## src/rtl/urng_pkg.sv

```systemverilog
// Shared definitions for the taus88 uniform random number generator bank:
// control states, taus88 shift/mask constants and the seed sanitizer.
package urng_pkg;

  typedef enum logic [1:0] {
    ST_IDLE   = 2'd0,
    ST_WARMUP = 2'd1,
    ST_RUN    = 2'd2
  } urng_state_e;

  // Golden-ratio salt that decorrelates the default seeds of each channel
  localparam logic [31:0] GOLDEN = 32'h9E3779B9;

  // Component 0 recurrence: mask, left shift, feedback shift, right shift
  localparam logic [31:0] S0_MASK = 32'hFFFFFFFE;
  localparam int          S0_SHL  = 12;
  localparam int          S0_FB   = 13;
  localparam int          S0_SHR  = 19;

  // Component 1 recurrence
  localparam logic [31:0] S1_MASK = 32'hFFFFFFF8;
  localparam int          S1_SHL  = 4;
  localparam int          S1_FB   = 2;
  localparam int          S1_SHR  = 25;

  // Component 2 recurrence
  localparam logic [31:0] S2_MASK = 32'hFFFFFFF0;
  localparam int          S2_SHL  = 17;
  localparam int          S2_FB   = 3;
  localparam int          S2_SHR  = 11;

  // Smallest legal value of each component and the bit forced to reach it
  localparam logic [31:0] S0_MIN = 32'd1;
  localparam logic [31:0] S1_MIN = 32'd7;
  localparam logic [31:0] S2_MIN = 32'd15;
  localparam logic [31:0] S0_FIX = 32'd2;
  localparam logic [31:0] S1_FIX = 32'd8;
  localparam logic [31:0] S2_FIX = 32'd16;

  // A component at or below its minimum would lock the recurrence at zero,
  // so force one bit above the masked-off region.
  function automatic logic [31:0] sanitize(input logic [1:0] sel, input logic [31:0] v);
    logic [31:0] r;
    r = v;
    case (sel)
      2'd0:    if (v <= S0_MIN) r = v | S0_FIX;
      2'd1:    if (v <= S1_MIN) r = v | S1_FIX;
      2'd2:    if (v <= S2_MIN) r = v | S2_FIX;
      default: r = v;
    endcase
    return r;
  endfunction

endpackage

```

## src/rtl/taus88_core.sv

```systemverilog
// One taus88 channel: three component registers, a seed write port and the
// combined word of the next state, so the caller can capture the output on
// the same edge that advances the generator.
module taus88_core
  import urng_pkg::*;
#(
  parameter logic [31:0] P0     = 32'hFFFFFFFF,
  parameter logic [31:0] P1     = 32'hCCCCCCCD,
  parameter logic [31:0] P2     = 32'h00FF00FF,
  parameter int          CH_IDX = 0
) (
  input  logic        clk,
  input  logic        resetn,
  input  logic        i_step,
  input  logic        i_seed_we,
  input  logic [1:0]  i_seed_sel,
  input  logic [31:0] i_seed_data,
  output logic [31:0] o_next_word
);

  localparam logic [31:0] SALT = 32'(CH_IDX) * GOLDEN;
  localparam logic [31:0] RST0 = sanitize(2'd0, P0 ^ SALT);
  localparam logic [31:0] RST1 = sanitize(2'd1, P1 ^ SALT);
  localparam logic [31:0] RST2 = sanitize(2'd2, P2 ^ SALT);

  logic [31:0] r_s0, r_s1, r_s2;
  logic [31:0] w_n0, w_n1, w_n2;

  assign w_n0 = ((r_s0 & S0_MASK) << S0_SHL) ^ (((r_s0 << S0_FB) ^ r_s0) >> S0_SHR);
  assign w_n1 = ((r_s1 & S1_MASK) << S1_SHL) ^ (((r_s1 << S1_FB) ^ r_s1) >> S1_SHR);
  assign w_n2 = ((r_s2 & S2_MASK) << S2_SHL) ^ (((r_s2 << S2_FB) ^ r_s2) >> S2_SHR);

  assign o_next_word = w_n0 ^ w_n1 ^ w_n2;

  // Component registers: seed writes take priority, otherwise advance on step
  always_ff @(posedge clk or negedge resetn) begin
    if (!resetn) begin
      r_s0 <= RST0;
      r_s1 <= RST1;
      r_s2 <= RST2;
    end else if (i_seed_we) begin
      case (i_seed_sel)
        2'd0:    r_s0 <= sanitize(2'd0, i_seed_data);
        2'd1:    r_s1 <= sanitize(2'd1, i_seed_data);
        2'd2:    r_s2 <= sanitize(2'd2, i_seed_data);
        default: ;
      endcase
    end else if (i_step) begin
      r_s0 <= w_n0;
      r_s1 <= w_n1;
      r_s2 <= w_n2;
    end
  end

endmodule

```

## src/rtl/taus_urng_bank.sv

```systemverilog
// Multi-channel taus88 bank: control FSM (idle / warm-up / run), warm-up
// discard counter, registered output word and valid/ready handshake.
module taus_urng_bank
  import urng_pkg::*;
#(
  parameter int          NUM_CH     = 2,
  parameter int          OUT_W      = 32,
  parameter int          WARMUP     = 4,
  parameter int          AUTO_START = 1,
  parameter logic [31:0] P0         = 32'hFFFFFFFF,
  parameter logic [31:0] P1         = 32'hCCCCCCCD,
  parameter logic [31:0] P2         = 32'h00FF00FF,
  localparam int         CHW        = (NUM_CH > 1) ? $clog2(NUM_CH) : 1
) (
  input  logic                    clk,
  input  logic                    resetn,
  input  logic                    start,
  input  logic                    stop,
  input  logic                    seed_valid,
  output logic                    seed_ready,
  input  logic [CHW-1:0]          seed_chan,
  input  logic [1:0]              seed_sel,
  input  logic [31:0]             seed_data,
  output logic [NUM_CH*OUT_W-1:0] out_data,
  output logic                    out_valid,
  input  logic                    out_ready,
  output logic                    busy
);

  localparam logic [7:0] WARMUP_CNT = 8'(WARMUP);
  localparam urng_state_e RST_STATE = (AUTO_START == 0) ? ST_IDLE :
                                      ((WARMUP == 0) ? ST_RUN : ST_WARMUP);

  urng_state_e r_state, w_state_nxt;
  logic [7:0]  r_cnt, w_cnt_nxt;
  logic [NUM_CH*OUT_W-1:0] r_out_data, w_out_nxt;
  logic        r_out_valid, w_valid_nxt;
  logic        w_step, w_load;
  logic [31:0] w_words [NUM_CH];

  assign seed_ready = (r_state == ST_IDLE);
  assign busy       = (r_state == ST_WARMUP) || (r_state == ST_RUN);
  assign out_data   = r_out_data;
  assign out_valid  = r_out_valid;

  for (genvar c = 0; c < NUM_CH; c++) begin : g_ch
    logic w_seed_we;
    assign w_seed_we = seed_valid && seed_ready && (seed_chan == CHW'(c));

    taus88_core #(
      .P0     (P0),
      .P1     (P1),
      .P2     (P2),
      .CH_IDX (c)
    ) u_core (
      .clk         (clk),
      .resetn      (resetn),
      .i_step      (w_step),
      .i_seed_we   (w_seed_we),
      .i_seed_sel  (seed_sel),
      .i_seed_data (seed_data),
      .o_next_word (w_words[c])
    );

    assign w_out_nxt[c*OUT_W +: OUT_W] = w_words[c][31 -: OUT_W];
  end

  // Next state: warm-up steps WARMUP times then spends one cycle moving to
  // RUN; RUN steps whenever the output slot is free; stop overrides all.
  always_comb begin
    w_state_nxt = r_state;
    w_cnt_nxt   = r_cnt;
    w_step      = 1'b0;
    w_load      = 1'b0;
    w_valid_nxt = r_out_valid;
    case (r_state)
      ST_IDLE: begin
        w_valid_nxt = 1'b0;
        if (start) w_state_nxt = (WARMUP == 0) ? ST_RUN : ST_WARMUP;
      end
      ST_WARMUP: begin
        if (r_cnt == WARMUP_CNT) begin
          w_state_nxt = ST_RUN;
          w_cnt_nxt   = 8'd0;
        end else begin
          w_step    = 1'b1;
          w_cnt_nxt = r_cnt + 8'd1;
        end
      end
      ST_RUN: begin
        if (!r_out_valid || out_ready) begin
          w_step      = 1'b1;
          w_load      = 1'b1;
          w_valid_nxt = 1'b1;
        end
      end
      default: w_state_nxt = ST_IDLE;
    endcase
    if (stop) begin
      w_state_nxt = ST_IDLE;
      w_cnt_nxt   = 8'd0;
      w_step      = 1'b0;
      w_load      = 1'b0;
      w_valid_nxt = 1'b0;
    end
  end

  // State and warm-up counter registers
  always_ff @(posedge clk or negedge resetn) begin
    if (!resetn) begin
      r_state <= RST_STATE;
      r_cnt   <= 8'd0;
    end else begin
      r_state <= w_state_nxt;
      r_cnt   <= w_cnt_nxt;
    end
  end

  // Output word register and its valid flag
  always_ff @(posedge clk or negedge resetn) begin
    if (!resetn) begin
      r_out_data  <= '0;
      r_out_valid <= 1'b0;
    end else begin
      r_out_valid <= w_valid_nxt;
      if (w_load) r_out_data <= w_out_nxt;
    end
  end

endmodule

```

## config.mk

```make
export PLATFORM = sky130hd
export DESIGN_NAME = taus_urng_bank
export DESIGN_NICKNAME = d
export VERILOG_FILES = /design/src/rtl/urng_pkg.sv /design/src/rtl/taus88_core.sv /design/src/rtl/taus_urng_bank.sv
export SDC_FILE = /design/constraint.sdc
export NUM_CORES = 1
export LEC_CHECK = 0
export ABC_CLOCK_PERIOD_IN_PS = 3470
export CELL_PAD_IN_SITES_DETAIL_PLACEMENT = 1
export CELL_PAD_IN_SITES_GLOBAL_PLACEMENT = 1
export CORE_ASPECT_RATIO = 0.9
export CORE_MARGIN = 2
export CORE_UTILIZATION = 48
export CTS_BUF_LIST = sky130_fd_sc_hd__clkbuf_8
export CTS_CLUSTER_SIZE = 10
export DETAILED_ROUTE_END_ITERATION = 10
export PLACE_DENSITY = 0.85
export SLEW_MARGIN = 20
export SYNTH_ARGS = -nofsm -noshare
export SYNTH_HDL_FRONTEND = slang
export SYNTH_SLANG_ARGS = --single-unit
export TNS_END_PERCENT = 100
```

## constraint.sdc

```tcl
create_clock -name clk -period 3.47 [get_ports clk]
set_clock_uncertainty 0.1 [all_clocks]
set_input_delay 1.041 -clock clk [delete_from_list [all_inputs] [get_ports clk]]
set_output_delay 1.041 -clock clk [all_outputs]
set_load 0.03 [all_outputs]
```

### After elaboration in Yosys (flattened, before gate mapping)

Index checks and enable logic that the tools add are counted.
Widths: inputs -> output; s select.

| word-level totals | value |
|---|---|
| input port bits | 41 |
| register bits after elaboration | 267 |

| cells by class | value |
|---|---|
| add/subtract/negate cells | 1 |
| bitwise gates (word level) | 17 |
| muxes and demuxes | 34 |
| order comparisons | 3 |
| reductions and logical operators | 20 |
| equality and inequality tests | 15 |

Operator list:

| operator | number |
|---|---|
| $mux 32 | 15 |
| $xor 32x32->32 | 10 |
| $xor 32x13->32 | 2 |
| $xor 32x21->32 | 2 |
| $xor 32x7->32 | 2 |
| $le 32x1->1 const B | 1 |
| $le 32x3->1 const B | 1 |
| $le 32x4->1 const B | 1 |
| $mux 8 | 3 |
| $ne 2x2->1 const B | 7 |
| $reduce_and 2->1 | 7 |
| $add 8x1->8 const B | 1 |
| $eq 8x3->1 const B | 1 |
| $mux 2 | 4 |
| $mux 1 | 7 |
| $ne 3x2->1 const B | 2 |
| $pmux 2 s3 | 1 |
| $reduce_bool 2->1 | 3 |
| $mux 5 | 1 |
| $eq 2x1->1 const B | 2 |
| $eq 2x2->1 const B | 2 |
| $logic_not 2->1 | 2 |
| $mux 4 | 1 |
| $pmux 1 s2 | 2 |
| 7 further kinds | 10 |

### Logic depth before layout (Yosys ltp)

Gate-level depths: netlist of run 1.

| logic depth | value |
|---|---|
| depth after elaboration | 7 |
| gate-level depth with buffers | 10 |
| gate-level depth less buffers | 7 |

### By module

From an unflattened synthesis of run 1, not the netlist that was laid out.

| second synthesis, totals | value |
|---|---|
| cell total of the unflattened synthesis | 1,283 |
| area, all modules | 13,798.2 sq um |

By module, submodules not included:

| module | cells each | area each (sq um) | instances |
|---|---|---|---|
| taus88_core at g_ch[0].u_core | 538 | 5,338.9 | 1 |
| taus88_core at g_ch[1].u_core | 538 | 5,321.4 | 1 |
| taus_urng_bank | 207 | 3,138.0 | 1 |

### Worst setup path after synthesis of run 1

Ideal clock, no wire load.

| timing path | value |
|---|---|
| path type | input to register |
| from | input port seed_chan |
| to | register g_ch[0].u_core.r_s2[15] |
| data required time | 3.239 ns |
| arrival time | 2.446 ns |
| slack | 0.793 ns |
| path buffers | 3 |
| cell stages on the path | 6 |
| cell sequence | nand3b_1 > clkbuf_1 > clkbuf_1 > clkbuf_1 > mux2i_1 > mux2i_1 |

| on the way | value |
|---|---|
| longest elaborated chain between the ends | 4 |
| elaborated cells between the ends (all ways) | 6 |
| those cells by class | eq/ne: 1; mux: 1; bitwise: 1; reduce/logical: 3 |

Ends and longest elaborated chain:

| what | RTL line | RTL |
|---|---|---|
| from (decl) | taus_urng_bank.sv:21 | `input logic [CHW-1:0] seed_chan,` |
| $not 1->1 * | taus_urng_bank.sv:48 | `assign w_seed_we = seed_valid && seed_ready && (seed_chan == CHW'(c));` |
| $logic_and 1x1->1 * | taus_urng_bank.sv:48 |  |
| $ne 2x2->1 (no line) / $reduce_bool 2->1 (equally long branches) | n/a |  |
| $reduce_and 2->1 (no line) | n/a |  |
| to (signal assigned) | taus88_core.sv:45 | `2'd2: r_s2 <= sanitize(2'd2, i_seed_data);` |
| to (signal assigned) | taus88_core.sv:51 | `r_s2 <= w_n2;` |
| to (decl) | taus88_core.sv:26 | `logic [31:0] r_s0, r_s1, r_s2;` |

Every way passes the cells marked *; elsewhere a longest branch is shown, timed or not.
A chain may end at the register's enable or synchronous reset.

### Worst setup path in the final report of run 1

| timing path | value |
|---|---|
| from | register r_state[0] |
| to | output port busy |

| on the way | value |
|---|---|
| longest elaborated chain between the ends | 2 |
| elaborated cells between the ends (all ways) | 3 |
| those cells by class | eq/ne: 2; reduce/logical: 1 |

Ends and longest elaborated chain:

| what | RTL line | RTL |
|---|---|---|
| from (decl) | taus_urng_bank.sv:34 | `urng_state_e r_state, w_state_nxt;` |
| from (signal assigned) | taus_urng_bank.sv:114 | `r_state <= w_state_nxt;` |
| $eq 2x1->1 / $eq 2x2->1 (equally long branches) | taus_urng_bank.sv:42 | `assign busy = (r_state == ST_WARMUP) \|\| (r_state == ST_RUN);` |
| $logic_or 1x1->1 * | taus_urng_bank.sv:42 |  |
| to (decl) | taus_urng_bank.sv:27 | `output logic busy` |

Marked as above.

==> results of run 1 <==
==> through the flow <==
step	hold WS [ps]	utilization [%]	power, mW	area, sq um
finish	379	58.4	19.0	15800
global route	399	58.4	19.9	15800
CTS	385	58.4	18.9	15800
detailed placement	371	55.2	15.9	14900
global placement	361	55.2	15.4	14900
floorplan	351	-	12.2	13200
==> cell families (layout without fill, tap and decap cells) <==
logic type | count (synthesis) | count (layout) | share of synthesized area, %
simple gates | 353 | 353 | 10.8
flops | 251 | 251 | 48.6
buf+inv | 98 | 259 | 3.06
mux | 192 | 192 | 16.0
xor+xnor | 214 | 214 | 14.2
compound gates | 159 | 159 | 6.77
fa+ha+maj | 6 | 6 | 0.569
==> per-layer routing <==
metal  track usage, %  up-vias  share of wire (%)
li1                 -     4477                  -
met1             42.1     5205                 43
met2             48.1      398                 45
met3             6.99      117                7.6
met4             12.4        2                4.1
met5                0        -              0.025
==> how the worst max path moves through the flow <==
stage	start	end	slack, ps	cells after the start
floorplan	seed_chan	g_ch[0].u_core.r_s2[15]	790	6
global placement	seed_data[4]	g_ch[0].u_core.r_s0[1]	130	6
detailed placement	seed_chan	g_ch[1].u_core.r_s0[12]	120	5
CTS	r_state[0]	busy	160	3
global route	r_state[0]	busy	110	3
finish	r_state[0]	busy	190	3
==> cells in the mapped netlist (2+ instances only) <==
cell,count
and2_1,4
xnor2_1,144
mux2_4,4
nand2_1,287
nor4_1,8
buf_1,5
o221a_2,3
buf_6,2
clkbuf_1,40
buf_4,2
nor3_1,3
nand2b_1,5
dfstp_2,103
o31ai_1,4
a21oi_1,56
o21ai_4,2
inv_1,38
xor2_1,70
mux2i_1,49
or4_1,4
and3_1,2
dfrtp_1,148
o21ai_2,2
mux2_1,37
nand3_1,6
o21ai_1,3
o21ai_0,78
a22o_1,4
mux2_2,102
ha_1,6
nor2_1,29
buf_2,11
==> sequential cells by signal, indices dropped and copies added (netlist names) <==
name	flops
out_data	64
r_cnt	8
g_ch.u_core.r_s1	58
g_ch.u_core.r_s2	56
g_ch.u_core.r_s0	62
r_state	2
out_valid	1
==> worst max-delay path: stages (launching register included) <==
cell	delay (ps)
dfstp_2	550
inv_1	70
ha_1	300
clkdlybuf4s50_1	670
==> report_power, final <==
group	switching (mW)	internal [mW]
sequential	1.61	4.79
combinational	5.65	4.24
clock	1.27	1.45
==> final cells by class <==
| cell class | count | area share (%) |
|---|---|---|
| clock buffer | 56 | 4.88 |
| clock inverter | 22 | 0.602 |
| inverter | 38 | 0.903 |
| multi-input combinational | 924 | 40.8 |
| sequential | 251 | 40.6 |
| tap | 354 | 2.81 |
| timing repair buffer | 143 | 9.46 |
==> impl_summary.md, run 1 <==
Run status
The run finished with clean final reports.

Global route
The first global-routing pass estimated 66.4 mm of wire. Across every metal layer, demand over resource in global routing totals 30.9%. The total grt overflow is 0.

Entering global routing, the biggest net connects 127 pins. The via count of the first global-routing pass is 11,100. The number of antenna violations at the first check in global routing is 1.

Min path
The start point of the worst hold path is out_data[50]. Counting instances, the worst hold path has a depth of 2. The worst hold path belongs to the class flip-flop to flip-flop. For hold timing, the worst endpoint is out_data[50].

STA
The final number of setup-violating endpoints is 0. The worst path needs 3280 ps of the cycle, external delays included. Based on the critical path, the design can be clocked at up to 305 MHz.

Setup repair after global routing left no endpoint under its margin. The number of hold violations in the final report is 0. Across all setup checks in the final design, the least slack found is 192 ps. The ratio of final minimum period to clock period is 94.5%.

At the pin with the least slew margin, the transition time is 971 ps. Setup total negative slack on the finished layout was measured at 0 ps. The final number of max-transition violations is 0. The worst max-slew margin expressed relative to the limit is 35.3%.

Route
The routed layout has 10,200 vias. The number of routed nets with antenna violations is 0. After detailed routing, the number of vias per cell comes to 5.70. The pre-antenna-repair detailed-routing pass consisted of 7 iterations. The post-detailed-route wirelength per cell is 24.3 microns.

For this run, design rule violations remaining after detail routing come to 0. The first routing iteration left 1,066 violations. Summed over all layers, the routed wires come to 43.5 mm.

Clock network
The number of clock buffers added by TritonCTS is 43. TritonCTS built the clock tree. The tree is rooted in a clkbuf_8. The H-tree generated during clock tree synthesis spans 2 levels. The number of sinks on the clock net is 251. The post-cts sizing count is 0. Clock latency on the worst-skew pair, taken at its later pin, is 570 ps. The maximum clock path buffer count is 3. The register clock-pin slew on the reported worst setup and hold paths is 60 ps.

Buffers inserted to repair hold after CTS numbered 0. Buffers added to address setup during post-CTS repair amount to 0.

Floorplan
The die is 161 microns tall. The die covers 28,800 sq um. The area of the core region is 27,000 sq um. Pin placement for this block handled 108 I/O pins.

The starting density of the core is 48.8%. From left edge to right edge, the die measures 179 microns. The floorplan has 57 rows.

Finish
Summing all flip-flop and latch instances after layout gives 6410 sq um. The filler cells instantiated in the layout total 2,876. The multi-input combinational cell area is 6430 sq um.

The number of non-filler instances in the completed layout is 1,788. The relative area change from synthesis to final layout is 19.7%. The top cell types in the final layout, fill and taps aside, are 287 x nand2_1, 148 x dfrtp_1, 144 x xnor2_1. The share of final-layout standard cells stronger than drive strength 1 is 22.4%. 0 antenna diodes ended up in the layout. The library cell used most frequently in the layout, excluding fill and tap cells, is nand2_1. The number of nets in the final layout is 1,448.

Pwr
The power density over cell area is 1200 nW/um^2. VDD sags by at most 0.000374 V. The leakage power summed over all cells is 7.05 nW.

Placed design
The half-perimeter wire length of the detailed placement result is 30.1 mm. The minimum setup slack after placement is 118 ps. The congestion estimate from routability-driven global placement came to 0.879. In this run the tool buffered the top-level ports with 106 buffer cells. Including well taps, the total number of placed cells is 1,710.

Yosys
The share of synthesized registers carrying an async set or reset is 100%. Dividing the synthesized area by the synthesized cell count gives 10.4 sq um. Counting flops with a built-in enable in the synthesized netlist gives 0. The area of the mapped netlist is 13,200 sq um.

The synthesized netlist contains 44 unique library cells. The synthesis-stage register bit count is 251. By area the synthesized netlist is led by dfrtp_1 28%, dfstp_2 21%, xnor2_1 9.6%, mux2_2 8.7%, nand2_1 8.2%. The most used flip-flop cell after synthesis is dfrtp_1. For this run, the number of Yosys warnings is 0.

The net count of the mapped netlist is 1,320. The post-synthesis sequential area ratio is 48.6%. The post-synthesis cell count is 1,273. The cell type with the largest total area after synthesis is dfrtp_1.

The synthesized design devotes to its leading area cell type 28.1% of total area.

Worst setup path
The setup path with the least slack is of type flip-flop to primary output. The end of the worst register-to-register path is g_ch[1].u_core.r_s0[17]. In this run the critical register-to-register path is launched from r_cnt[0]. The depth of the worst register-to-register path is 8. The worst setup path is launched from a flip-flop.

STA puts the critical path data required time at 2330 ps. The endpoint type of the worst setup path is a primary output. The internal reg-to-reg setup slack is 730 ps.

Data arrives at the worst endpoint at 2140 ps. The peak fanout along the critical path is 4.

Flow run
Across the run, the number of max-cap violations was 0.
No activity file was read; power rests on OpenSTA's default activity.
==> run 2: changes to the inputs <==
--- a/config.mk
+++ b/config.mk
@@ -9,7 +9,7 @@
 export CELL_PAD_IN_SITES_DETAIL_PLACEMENT = 1
 export CELL_PAD_IN_SITES_GLOBAL_PLACEMENT = 1
 export CORE_ASPECT_RATIO = 0.9
-export CORE_MARGIN = 2
+export CORE_MARGIN = 8
 export CORE_UTILIZATION = 48
 export CTS_BUF_LIST = sky130_fd_sc_hd__clkbuf_8
 export CTS_CLUSTER_SIZE = 10
==> run 2 against run 1 <==
Effect of this change:
- sequential share of layout area decreased by 0.11 points
- via count down 0.16%
- worst setup slack got worse by 21 ps
- first-iteration DRC count decreased by 20%
- global-route usage shrank 4.6 points
- clock power is 6% higher
- critical path type unchanged
- flip-flop and latch count did not move
- final cell count is 0.22% higher
- wire length rose by 0.82%
==> impl_summary.md, run 2 (synthesis gave the netlist of run 1 again) <==
Run status
The run finished with clean final reports.

Placed design
The number of buffers added on ports is 106 (unchanged). The half-perimeter wire length of the detailed placement result came to 31.3 mm (+4.1%). The final weighted congestion in routability-driven placement was 0.936 (+6.4%).

Finish
The number of flip-flops in the largest register was 64 (unchanged). The final antenna diode count is 0 (unchanged). The number of nets in the final layout was 1,449 (+0.069%). The post-route core utilization is 58.6% (+0.16 points). The area growth from synthesis to layout is 20.0%. The library cells used most frequently in the layout, excluding fill and tap cells, are 287 x nand2_1, 148 x dfrtp_1, 144 x xnor2_1. The most frequent standard cell in the layout excluding fill and tap cells is nand2_1.

The share of final-layout standard cells stronger than drive strength 1 is 22.7% (+0.29 points).

STA
The worst-case hold slack is 374 ps (-5.12 ps). The number of hold violations in the final report was 0 (unchanged). The transition at the pin with the smallest max-transition slack is 761 ps (-210 ps). The total negative slack was 0 ps (unchanged). The worst max-slew margin expressed relative to the limit is 49.3% (+14 points). Setup repair after global routing left no endpoint under its margin.

The maximum achievable frequency was 303 MHz (-0.63%). The final number of setup-violating endpoints was 0 (unchanged). The ratio of final minimum period to clock period is 95.1% (+0.60 points).

The final number of max-transition violations came to 0 (unchanged). The final period demand of the worst path is 3300 ps (+20.9 ps).

Clock network
The maximum clock path buffer count is 3 (unchanged). The number of sinks on the clock net is 251 (unchanged). The number of buffers created by CTS is 44 (+2.3%). The total of hold buffers inserted after clock tree synthesis is 0 (unchanged). The number of H-tree levels is 2 (unchanged). The clock tree from TritonCTS is done. The post-cts sizing count came to 0 (unchanged). The cell sitting at the root of the clock tree is a clkbuf_8. The register clock-pin slew on the reported worst setup and hold paths is 60 ps (about the same). The clock network latency to the later pin of the worst-skew pair came to 570 ps (about the same). The buffer count from post-CTS setup fixing is 0 (unchanged).

Global route
The total grt overflow is 0 (unchanged). The global routing usage on met1 is 36.1% (-5.9 points). The global-route total usage across every layer was 26.3% (-4.6 points). The met2 track demand over resource is 40.4% (-7.6 points).

The met3 usage was 5.29% (-1.7 points). The number of antenna violations at the first check in global routing is 4 (+3). The pin count of the biggest net entering global routing came to 127 (unchanged). The first-pass GRT wire length is 66.6 mm (+0.19%).

The via count of the first global-routing pass came to 10,900 (-1.2%). The global routing stage identified its most utilized layer as met2.

Floorplan
The die area is 33,100 sq um (+15%). The starting density of the core is 48.8% (unchanged). The area of the core region is 27,000 sq um (unchanged). The site row count is 57 (unchanged). The die width is 191 microns (+6.7%). The I/O pin count came to 108 (unchanged). The overall die height was 173 microns (+7.4%).

Pwr
The leakage power summed over all cells was 7.07 nW (+0.28%). The sum of internal, switching and leakage power came to 19.1 mW (+0.55%). The maximum VDD drop is 0.000509 V (+36%). The power density over cell area is 1210 nW/um^2 (+0.27%).

Worst setup path
The data required time of the critical path is 2330 ps (about the same). The cell with the largest stage delay on the worst path is clkdlybuf4s50_1. The critical path in this run is classified as flip-flop to primary output. The depth of the worst register-to-register path is 8 (unchanged). The arrival time at the worst endpoint is 2160 ps (+20 ps).

The worst setup path is launched from a flip-flop. The endpoint of the worst setup timing path is seed_ready. The peak fanout along the critical path is 7 (+3). The worst reg2reg path startpoint is r_cnt[0]. The biggest cell delay along the critical path is 740 ps (+70 ps). The internal reg-to-reg setup slack is 800 ps (+70 ps). The endpoint type of the worst setup path is a primary output. Tracing the worst setup path back leads to its startpoint at r_state[1]. Traced cell by cell, the critical path runs through inv_1 -> ha_1 -> clkdlybuf4s50_1. The endpoint identified for the worst register-to-register timing path is g_ch[1].u_core.r_s0[16].

Min path
The class of the tightest hold or removal check is flip-flop to flip-flop.

Flow run
The max-cap violation count is 0 (unchanged).

Route
The post-route DRC violation count is 0 (unchanged). The routed via count came to 10,200 (-0.16%). The number of iterations in the first detailed-routing pass came to 5 (-2). The detailed router's first-iteration violation count is 856 (-20%). The via-per-instance ratio is 5.68 (-0.38%). The post-detailed-route wirelength per cell is 24.5 microns (+0.59%). The number of routed nets with antenna violations is 0 (unchanged). The routed wire length is 43.8 mm (+0.82%).
## run 2: metrics by stage
stage | setup slack [ps] | cells | cell area, sq um
after floorplan | 793 | 1273 | 13200
after global routing | 109 | 1792 | 15800
final | 171 | 1792 | 15800
after global placement | 160 | 1710 | 14900
after detailed placement | 210 | 1710 | 14900
after CTS | 146 | 1792 | 15800
## run 2: layout make-up
| class | count | area [sq um] |
|---|---|---|
| Timing Repair Buffer | 143 | 1470 |
| Clock inverter | 26 | 164 |
| Multi-Input combinational cell | 924 | 6430 |
| Clock buffer | 56 | 771 |
| Tap cell | 354 | 443 |
| Fill cell | 2915 | 11200 |
| Inverter | 38 | 143 |
| Sequential cell | 251 | 6410 |
## run 2: worst min path at each step
stage,startpoint,endpoint,cells past startpoint
2_1_floorplan,g_ch[0].u_core.r_s0[21],g_ch[0].u_core.r_s0[21],2
4_1_cts,out_data[51],out_data[51],2
5_1_grt,out_data[49],out_data[49],2
3_5_place_dp,out_data[51],out_data[51],2
3_3_place_gp,out_data[49],out_data[49],2
6_report,out_data[51],out_data[51],2
## run 2: where the power goes
| group | leakage (nW) | switching, mW | internal [mW] |
|---|---|---|---|
| logic | 3.63 | 5.59 | 4.24 |
| registers | 2.89 | 1.61 | 4.79 |
| clock network | 0.541 | 1.27 | 1.60 |
| total | 7.07 | 8.47 | 10.6 |
## run 2: worst max-delay path: cells and delay by family, from the launching register on
family     cells  cell delay [ps]
buf+inv        2              860
flops          1              400
fa+ha+maj      1              350
## run 2: layer usage
metal / routed length [microns] / part of all wire (%) / vias up
met1: 18700 / 43 / 5164
met2: 19800 / 45 / 422
met4: 1650 / 3.8 / 4
met3: 3660 / 8.3 / 114
li1: - / - / 4479
met5: 27 / 0.062 / -
